File: config.mk
export PLATFORM = sky130hd
export DESIGN_NAME = uart_cmd_responder
export DESIGN_NICKNAME = d
export VERILOG_FILES = /design/src/rtl/kt_comm_pkg.sv /design/src/rtl/uart_byte_xcvr.sv /design/src/rtl/uart_cmd_responder.sv
export SDC_FILE = /design/constraint.sdc
export NUM_CORES = 1
export LEC_CHECK = 0
export BUFFER_PORTS_ARGS = -buffer_cell sky130_fd_sc_hd__buf_2
export CAP_MARGIN = 15
export CORE_ASPECT_RATIO = 0.6
export CORE_MARGIN = 2
export CORE_UTILIZATION = 40
export DETAILED_ROUTE_END_ITERATION = 8
export PLACE_DENSITY = 0.59
export SETUP_SLACK_MARGIN = 0.05
export SLEW_MARGIN = 20
export SYNTH_ARGS = -nofsm -noshare
export SYNTH_HDL_FRONTEND = slang
export SYNTH_SLANG_ARGS = --single-unit
File: constraint.sdc
create_clock -name clk -period 2.35 [get_ports clk]
set_input_delay 0.3525 -clock clk [delete_from_list [all_inputs] [get_ports clk]]
set_output_delay 0.3525 -clock clk [all_outputs]
set_load 0.005 [all_outputs]
File: src/rtl/kt_comm_pkg.sv
// kt_comm_pkg: shared types and constants for the knight-side command link.
package kt_comm_pkg;
  typedef enum logic {WAIT_HIGH, WAIT_LOW} asm_state_t;
  typedef enum logic [1:0] {RX_IDLE, RX_START, RX_DATA, RX_STOP} rx_state_t;
  typedef enum logic {TX_IDLE, TX_SHIFT} tx_state_t;
  localparam logic [7:0] POS_ACK = 8'hA5;
  localparam int DEF_BAUD_DIV = 434;
  localparam int DEF_BYTE_TIMEOUT = 20000;
endpackage

File: src/rtl/uart_byte_xcvr.sv
// uart_byte_xcvr: RX synchroniser and 8N1 byte receiver plus independent 8N1 TX shifter.
module uart_byte_xcvr
  import kt_comm_pkg::*;
#(
  parameter int BAUD_DIV = DEF_BAUD_DIV
) (
  input  logic       clk,
  input  logic       rst,
  input  logic       i_rx,
  output logic       o_tx,
  output logic       o_rx_rdy,
  output logic [7:0] o_rx_data,
  output logic       o_frm_err,
  output logic       o_rx_idle,
  input  logic [7:0] i_tx_data,
  input  logic       i_trmt,
  output logic       o_tx_busy,
  output logic       o_tx_done
);
  localparam int CW = $clog2(BAUD_DIV);
  logic r_rx_s1, r_rx_s2, r_rx_prev;
  rx_state_t r_rx_st, w_rx_nxt;
  logic [CW-1:0] r_rx_cnt;
  logic [2:0] r_rx_bit;
  logic [7:0] r_rx_shift;
  logic r_rx_rdy, r_frm_err;
  logic w_fall, w_half, w_full, w_rx_tick;
  tx_state_t r_tx_st, w_tx_nxt;
  logic [CW-1:0] r_tx_cnt;
  logic [3:0] r_tx_bit;
  logic [9:0] r_tx_shift;
  logic r_tx_done;
  logic w_tx_full, w_tx_last;

  always_ff @(posedge clk or posedge rst)
    if (rst) {r_rx_s1, r_rx_s2, r_rx_prev} <= 3'b111;
    else {r_rx_s1, r_rx_s2, r_rx_prev} <= {i_rx, r_rx_s1, r_rx_s2};

  // START is entered one clock after the synchronised edge, so the half-bit compare is one short
  assign w_fall = r_rx_prev & ~r_rx_s2;
  assign w_half = r_rx_cnt == CW'(BAUD_DIV / 2 - 2);
  assign w_full = r_rx_cnt == CW'(BAUD_DIV - 1);
  assign w_rx_tick = (r_rx_st == RX_START) ? w_half : (r_rx_st != RX_IDLE) && w_full;

  always_ff @(posedge clk or posedge rst)
    if (rst) r_rx_st <= RX_IDLE;
    else r_rx_st <= w_rx_nxt;

  always_comb begin
    w_rx_nxt = r_rx_st;
    case (r_rx_st)
      RX_IDLE:  w_rx_nxt = w_fall ? RX_START : RX_IDLE;
      RX_START: w_rx_nxt = !w_half ? RX_START : r_rx_s2 ? RX_IDLE : RX_DATA;
      RX_DATA:  w_rx_nxt = (w_full && r_rx_bit == 3'd7) ? RX_STOP : RX_DATA;
      RX_STOP:  w_rx_nxt = w_full ? RX_IDLE : RX_STOP;
      default:  w_rx_nxt = RX_IDLE;
    endcase
  end

  always_ff @(posedge clk or posedge rst)
    if (rst) begin
      r_rx_cnt <= '0;
      r_rx_bit <= '0;
      r_rx_shift <= '0;
      r_rx_rdy <= 1'b0;
      r_frm_err <= 1'b0;
    end else begin
      r_rx_rdy <= 1'b0;
      r_frm_err <= 1'b0;
      r_rx_cnt <= (r_rx_st == RX_IDLE || w_rx_tick) ? '0 : r_rx_cnt + CW'(1);
      if (r_rx_st == RX_DATA && w_rx_tick) begin
        r_rx_shift <= {r_rx_s2, r_rx_shift[7:1]};
        r_rx_bit <= r_rx_bit + 3'd1;
      end
      if (r_rx_st == RX_STOP && w_rx_tick) begin
        r_rx_rdy <= r_rx_s2;
        r_frm_err <= ~r_rx_s2;
      end
    end

  assign o_rx_rdy = r_rx_rdy;
  assign o_frm_err = r_frm_err;
  assign o_rx_data = r_rx_shift;
  assign o_rx_idle = r_rx_st == RX_IDLE;

  assign w_tx_full = r_tx_cnt == CW'(BAUD_DIV - 1);
  assign w_tx_last = w_tx_full && r_tx_bit == 4'd9;

  always_ff @(posedge clk or posedge rst)
    if (rst) r_tx_st <= TX_IDLE;
    else r_tx_st <= w_tx_nxt;

  always_comb
    w_tx_nxt = (r_tx_st == TX_IDLE) ? (i_trmt ? TX_SHIFT : TX_IDLE) : (w_tx_last ? TX_IDLE : TX_SHIFT);

  // The shifter refills with ones, so the line idles high once the stop bit has gone out
  always_ff @(posedge clk or posedge rst)
    if (rst) begin
      r_tx_shift <= '1;
      r_tx_cnt <= '0;
      r_tx_bit <= '0;
      r_tx_done <= 1'b0;
    end else begin
      r_tx_done <= (r_tx_st == TX_SHIFT) && w_tx_last;
      if (r_tx_st == TX_IDLE) begin
        r_tx_cnt <= '0;
        r_tx_bit <= '0;
        if (i_trmt) r_tx_shift <= {1'b1, i_tx_data, 1'b0};
      end else begin
        r_tx_cnt <= w_tx_full ? '0 : r_tx_cnt + CW'(1);
        if (w_tx_full) begin
          r_tx_shift <= {1'b1, r_tx_shift[9:1]};
          r_tx_bit <= r_tx_bit + 4'd1;
        end
      end
    end

  assign o_tx = r_tx_shift[0];
  assign o_tx_busy = r_tx_st == TX_SHIFT;
  assign o_tx_done = r_tx_done;
endmodule

File: src/rtl/uart_cmd_responder.sv
// uart_cmd_responder: assembles two received bytes into a 16-bit command and sends byte responses.
module uart_cmd_responder
  import kt_comm_pkg::*;
#(
  parameter int BAUD_DIV = DEF_BAUD_DIV,
  parameter int BYTE_TIMEOUT = DEF_BYTE_TIMEOUT
) (
  input  logic        clk,
  input  logic        rst,
  input  logic        RX,
  output logic        TX,
  output logic [15:0] cmd,
  output logic        cmd_rdy,
  input  logic        clr_cmd_rdy,
  input  logic [7:0]  resp,
  input  logic        trmt,
  output logic        tx_busy,
  output logic        tx_done
);
  localparam int TW = $clog2(BYTE_TIMEOUT + 1);
  asm_state_t r_st, w_nxt;
  logic [TW-1:0] r_tcnt;
  logic [15:0] r_cmd;
  logic r_cmd_rdy;
  logic w_rx_rdy, w_frm_err, w_rx_idle;
  logic [7:0] w_rx_data;
  logic w_timeout, w_ld_hi, w_ld_lo;

  uart_byte_xcvr #(.BAUD_DIV(BAUD_DIV)) u_xcvr (
    .clk       (clk),
    .rst       (rst),
    .i_rx      (RX),
    .o_tx      (TX),
    .o_rx_rdy  (w_rx_rdy),
    .o_rx_data (w_rx_data),
    .o_frm_err (w_frm_err),
    .o_rx_idle (w_rx_idle),
    .i_tx_data (resp),
    .i_trmt    (trmt),
    .o_tx_busy (tx_busy),
    .o_tx_done (tx_done)
  );

  assign w_timeout = (r_st == WAIT_LOW) && w_rx_idle && r_tcnt == TW'(BYTE_TIMEOUT - 1);

  always_ff @(posedge clk or posedge rst)
    if (rst) r_st <= WAIT_HIGH;
    else r_st <= w_nxt;

  always_comb
    w_nxt = w_frm_err ? WAIT_HIGH :
            (r_st == WAIT_HIGH) ? (w_rx_rdy ? WAIT_LOW : WAIT_HIGH) :
            (w_rx_rdy || w_timeout) ? WAIT_HIGH : WAIT_LOW;

  always_comb begin
    w_ld_hi = w_rx_rdy && r_st == WAIT_HIGH;
    w_ld_lo = w_rx_rdy && r_st == WAIT_LOW;
  end

  // A new low byte sets ready even if the consumer clears it in the same cycle
  always_ff @(posedge clk or posedge rst)
    if (rst) begin
      r_tcnt <= '0;
      r_cmd <= '0;
      r_cmd_rdy <= 1'b0;
    end else begin
      r_tcnt <= (r_st == WAIT_HIGH) ? '0 : w_rx_idle ? r_tcnt + TW'(1) : r_tcnt;
      if (w_ld_hi) r_cmd[15:8] <= w_rx_data;
      if (w_ld_lo) r_cmd[7:0] <= w_rx_data;
      r_cmd_rdy <= w_ld_lo | (r_cmd_rdy & ~(clr_cmd_rdy | w_ld_hi));
    end

  assign cmd = r_cmd;
  assign cmd_rdy = r_cmd_rdy;
endmodule

Yosys cells after proc, flatten, opt, wreduce, memory -nomap -nowiden
Index checks and enable logic that the tools add are counted.
- bits in registers: 85
- logic and storage cells: 84
- bitwise operators: 7
- equality and inequality tests: 11
- $add $sub $neg: 5
- muxes and demuxes: 26
- reduce and logical (&&, ||, !) cells: 16
- operator list (kind ; count):
    $mux W10 ; 3
    $mux W15 ; 2
    $mux W9 ; 3
    $add A9 B1 Y9 const B ; 2
    $eq A9 B9 Y1 const B ; 2
    $add A15 B1 Y15 const B ; 1
    $eq A15 B15 Y1 const B ; 1
    $mux W1 ; 12
    $logic_and A1 B1 Y1 ; 10
    $eq A9 B8 Y1 const B ; 1
    $mux W4 ; 2
    $pmux W2 S4 ; 1
    $mux W2 ; 3
    $add A4 B1 Y4 const B ; 1
    $eq A2 B2 Y1 const B ; 2
    $eq A4 B4 Y1 const B ; 1
    $reduce_bool A2 Y1 ; 2
    $add A3 B1 Y3 const B ; 1
    $eq A3 B3 Y1 const B ; 1
    $not A1 Y1 ; 3
    $and A1 B1 Y1 ; 2
    $eq A2 B1 Y1 const B ; 1
    $logic_not A2 Y1 ; 1
    $logic_or A1 B1 Y1 ; 2
    other kinds (4) ; 5

Longest topological paths before layout
- depth after elaboration: 7
- gate-level depth with buffers: 6
- gate-level depth less buffers: 5

Hierarchy
From an unflattened synthesis, not the netlist that was laid out.
- cells, all modules: 330
- area total of the unflattened synthesis: 3752.3 µm²
- modules (own cells, without submodules) (module ; cells an instance ; area each (µm²) ; instances):
    uart_byte_xcvr ; 203 ; 2273.4 ; 1
    uart_cmd_responder ; 127 ; 1478.9 ; 1

Least setup slack after synthesis
No wires, ideal clock.
- path type: register to register
- start: reg u_xcvr.r_rx_cnt[1]
- end: reg u_xcvr.r_rx_shift[0] (netlist: u_xcvr.o_rx_data[0])
- setup time: 0.128 ns
- slack: 0.738 ns
- required time: 2.222 ns
- clock period less this slack: 1.612 ns
- data arrival time: 1.485 ns
- stages on the path, launching flop included: 7
- buffers on the path: 1
- cells stage by stage: dfrtp_1 inv_1 ha_1 nand4b_1 nor4_2 buf_4 mux2_1
- cells in the longest elaborated chain, start to end: 4
- ends and longest elaborated chain (what ; line ; source):
    from (decl) ; uart_byte_xcvr.sv:23 ; logic [CW-1:0] r_rx_cnt;
    from (signal assigned) ; uart_byte_xcvr.sv:70 ; r_rx_cnt <= (r_rx_st == RX_IDLE || w_rx_tick) ? '0 : r_rx_cnt + CW'(1);
    $eq A9 B9 Y1 ; uart_byte_xcvr.sv:42 ; assign w_full = r_rx_cnt == CW'(BAUD_DIV - 1);
    $logic_and A1 B1 Y1 ; uart_byte_xcvr.sv:43 ; assign w_rx_tick = (r_rx_st == RX_START) ? w_half : (r_rx_st != RX_IDLE) && w_full;
    $mux W1 (*) ; uart_byte_xcvr.sv:43 ;
    $logic_and A1 B1 Y1 (*) ; uart_byte_xcvr.sv:71 ; if (r_rx_st == RX_DATA && w_rx_tick) begin
    to (signal assigned) ; uart_byte_xcvr.sv:72 ; r_rx_shift <= {r_rx_s2, r_rx_shift[7:1]};
    to (decl) ; uart_byte_xcvr.sv:25 ; logic [7:0] r_rx_shift;
Mark *: on every way between the ends. The rest lies on a longest branch, timed or not.
A chain may end at the register's enable or synchronous reset.

Worst setup path after layout
- start: reg u_xcvr.r_rx_cnt[1]
- end: reg u_xcvr.r_rx_cnt[8]
- cells in the longest elaborated chain, start to end: 5
- ends and longest elaborated chain (what ; line):
    parallel branches: the longest is 4 deep, another holds $add A9 B1 Y9 ; n/a
    $mux W9 (*) ; uart_byte_xcvr.sv:70
Mark *: on every way between the ends.

==> results.md <==
* Syn_area_per_cell at 11.9 µm²
* Drt initial violations at 173
* Synth Instances at 329
* Reg-to-Reg End: u_xcvr.r_rx_cnt[8]$_DFF_PP0_
* # rows at 27
* WL met1 at 4180 µm
* Core ar. at 9320 µm²
* Critical path's largest stage delay at 650 ps
* Area taken by flip-flops and latches at 2120 µm²
* Number of global-route vias before repair at 2638
* Die area at 10600 µm²
* CP required at 2530 ps
* Vias/cell at 5.32
* CP Launch Type: flop
* Crit-path max FO at 9
* Clock Sinks at 84
* Cell Chain, Critical Path: inv_1 -> ha_1 -> nand4b_1 -> o21ai_1 -> a22oi_1
* DR DRC count at 0
* Synth area leader: dfrtp_1
* 1st-pass router iterations at 4
* Slowest CP cell: o21ai_1
* Hold Path Depth at 1
* CTS Root Cell: clkbuf_16
* Worst-path clk slew at 70 ps
* Ys async rst share at 1.00
* Placer Congestion at 0.770
* WL per Instance at 15.4 µm
* Post-synth EDFFs at 0
* Multi-input logic area at 1690 µm²
* CTS max path bufs at 2
* HP Start: RX
* Dpl ws at 583 ps
* WP data arrival at 2040 ps
* Simple-Gate Fraction of Synth Area at 0.178
* Setup CP Type: flop to flop
* Largest net degree at the start of global routing at 30
* Unrepaired setup endpoints after global routing: false
* Final wirelength at 7810 µm
* Post-CTS Setup Bufs at 0
* Yosys reg bits at 84
* Die height at 80.6 µm
* Most used DFF post-synth: dfrtp_1
* R2R depth at 5
* Post-synth cell types at 51
* CTS HTree Levels at 3
* Main combinational cell family by area after synthesis: simple AND/OR/NAND/NOR gates
* I/O pins at 33
* Overall Global Routing Usage at 0.163
* Port bufs at 32
* Hold Crit Class: input port to flop
* Leak Pwr at 2.02 nW
* Fillers at 842
* Area contributors post-synth: dfrtp_1 46%, dfstp_2 8.1%, mux2_2 4.9%
* Synth warn at 0
* Initial antenna violation count at 0
* Register area share after synthesis at 0.542
* Status: complete, no violations
* Hold path endpoint: u_xcvr.r_rx_s1$_DFF_PP1_
* Xor/xnor share of the synthesized area at 0.0202
* R2r setup slk at 490 ps
* Final Critical Period at 1860 ps
* Share of cells above drive strength 1 at 0.265
* TritonCTS Buffers at 9
* Global-route wire length before repair at 13500 µm
* Area growth syn-to-layout at 16.5%
* CTS tree: done
* Clk_skew at 7.44 ps
* Worst path bufs/invs at 1
* Met3 Wirelength at 293 µm
* Synthesized area at 3910 µm²
* Post-synth top area share at 0.461
* Starting density of the core at 0.419
* Final Hold Vio Count at 0
* # nets final at 394
* CP Capture Type: flop
* Fin crit share at 0.792
* Highest routed layer: met4
* Synth Area in Compound Gates at 0.116
* Syn Nets at 351
* DR WL met2 at 3250 µm
* PwrDens at 705 nW/µm²
* Final core utilization at 0.488
* Fmax at 538 MHz
* Post-synthesis mux area share at 0.0903
* Setup-failing EPs final at 0
* DIE WIDTH at 132 µm
* Maximum VDD drop at 0.000377 V
* Max-cap violations at 0
* Worst Max-Slew Pin Slew at 707 ps
* Ant diodes at 0
* Synth Area in Adders at 0.0288
* Dpl hpwl at 5340 µm
* Crit path max-delay family: compound AO/OA/AOI/OAI gates
* FF-to-FF Start: u_xcvr.r_rx_cnt[1]$_DFF_PP0_
* Max Slew Vio Count at 0
* Remaining global-route overflow at 0
* Worst setup margin at 490 ps
* Post-route ant nets at 0
* Fin Setup TNS at 0 ps
* Vias at 2695
* Worst-Skew Late Latency at 330 ps
* Slew headroom at 0.525
-- layer usage --
metal,GRT usage,up-vias
met5,0,-
met4,0.0554,0
met3,0.0410,6
met2,0.237,51
met1,0.235,1328
li1,-,1310
-- final cells by class --
type	count	area share
clock buffers	9	0.0495
clock inverters	7	0.0176
inverters	14	0.0124
multi-input cells	223	0.371
flip-flops and latches	84	0.465
well taps	130	0.0357
repair buffers	40	0.0489
-- worst max path at each step --
stage / to / startpoint / cells past startpoint
6_report: u_xcvr.r_rx_cnt[8]$_DFF_PP0_ / u_xcvr.r_rx_cnt[1]$_DFF_PP0_ / 5
5_1_grt: u_xcvr.r_rx_cnt[8]$_DFF_PP0_ / u_xcvr.r_rx_cnt[1]$_DFF_PP0_ / 5
4_1_cts: u_xcvr.r_rx_cnt[8]$_DFF_PP0_ / u_xcvr.r_rx_cnt[1]$_DFF_PP0_ / 5
3_5_place_dp: u_xcvr.r_rx_cnt[7]$_DFF_PP0_ / u_xcvr.r_rx_cnt[1]$_DFF_PP0_ / 5
3_3_place_gp: r_tcnt[8]$_DFFE_PP0P_ / u_xcvr.r_rx_st[1]$_DFF_PP0_ / 3
2_1_floorplan: u_xcvr.o_rx_data[0]$_DFFE_PP0P_ / u_xcvr.r_rx_cnt[1]$_DFF_PP0_ / 6
-- where the power goes --
part | switching [mW] | total, mW | leakage (nW) | internal [mW]
Combinational | 0.110 | 0.205 | 0.778 | 0.0955
Clock | 0.610 | 1.45 | 0.143 | 0.839
Sequential | 0.0623 | 1.56 | 1.10 | 1.50
-- cells in the mapped netlist, types with 10 or more instances --
| cell type | n |
|---|---|
| a21oi_1 | 20 |
| dfrtp_1 | 72 |
| dfstp_2 | 12 |
| inv_1 | 13 |
| mux2_2 | 17 |
| nand2_1 | 21 |
| nand2b_1 | 16 |
| nand3_1 | 13 |
| nor2_1 | 10 |
| o21ai_0 | 14 |
| or3_1 | 12 |
-- through the flow --
stage / area, µm² / hold WS, ps / cells / power (mW)
finish: 4550 / 110 / 507 / 3.21
global route: 4550 / 98.0 / 507 / 3.36
CTS: 4550 / 97.5 / 507 / 3.25
detailed placement: 4240 / 308 / 490 / 1.79
global placement: 4240 / 305 / 490 / 1.78
floorplan: 3910 / 345 / 329 / 1.73
-- placed cells by master, fill, tap and decap left out, types with 2 or more instances in the layout --
cell type / n
o21ai_0: 14
nand3_1: 13
nor2_1: 10
or3_1: 12
buf_4: 7
o21ai_1: 2
a22oi_1: 4
dfstp_2: 12
nand4b_1: 2
mux2_2: 17
a21oi_1: 20
nor4_1: 7
o41ai_1: 2
mux2i_1: 6
o31a_1: 2
nand4_1: 9
inv_6: 4
buf_2: 32
dfrtp_1: 72
xnor2_1: 5
o31ai_1: 4
nand2b_1: 16
or4_1: 5
nand2_1: 21
ha_1: 9
mux2_1: 9
clkbuf_16: 9
nand4bb_1: 3
o221a_2: 7
inv_1: 12
clkinvlp_4: 3
xor2_1: 4
nand4bb_4: 2
-- state kept, by name, summed over array words and instances (netlist names), 2 cells and up --
name,flops
u_xcvr.r_rx_cnt,9
u_xcvr.r_rx_bit,3
cmd,16
u_xcvr.r_tx_shift,9
r_tcnt,15
u_xcvr.o_rx_data,8
u_xcvr.r_rx_st,2
u_xcvr.r_tx_cnt,9
u_xcvr.r_tx_bit,4
-- logic make-up (layout without fill, tap and decap cells) --
kind of cell,Yosys count,after routing
AND/OR/NAND/NOR,110,110
flip-flops,84,84
AO/OA/AOI/OAI,63,63
multiplexers,32,32
buffers and inverters,22,70
adder cells (fa/ha/maj),9,9
XOR/XNOR,9,9
-- what timing repair did --
| action | CTS | global route |
|---|---|---|
| gates resized for setup | 0 | 0 |
| endpoints found under the hold margin | 9 | 0 |
| hold buffers | 1 | 0 |
Note: power is estimated with default switching activity, not from simulation.
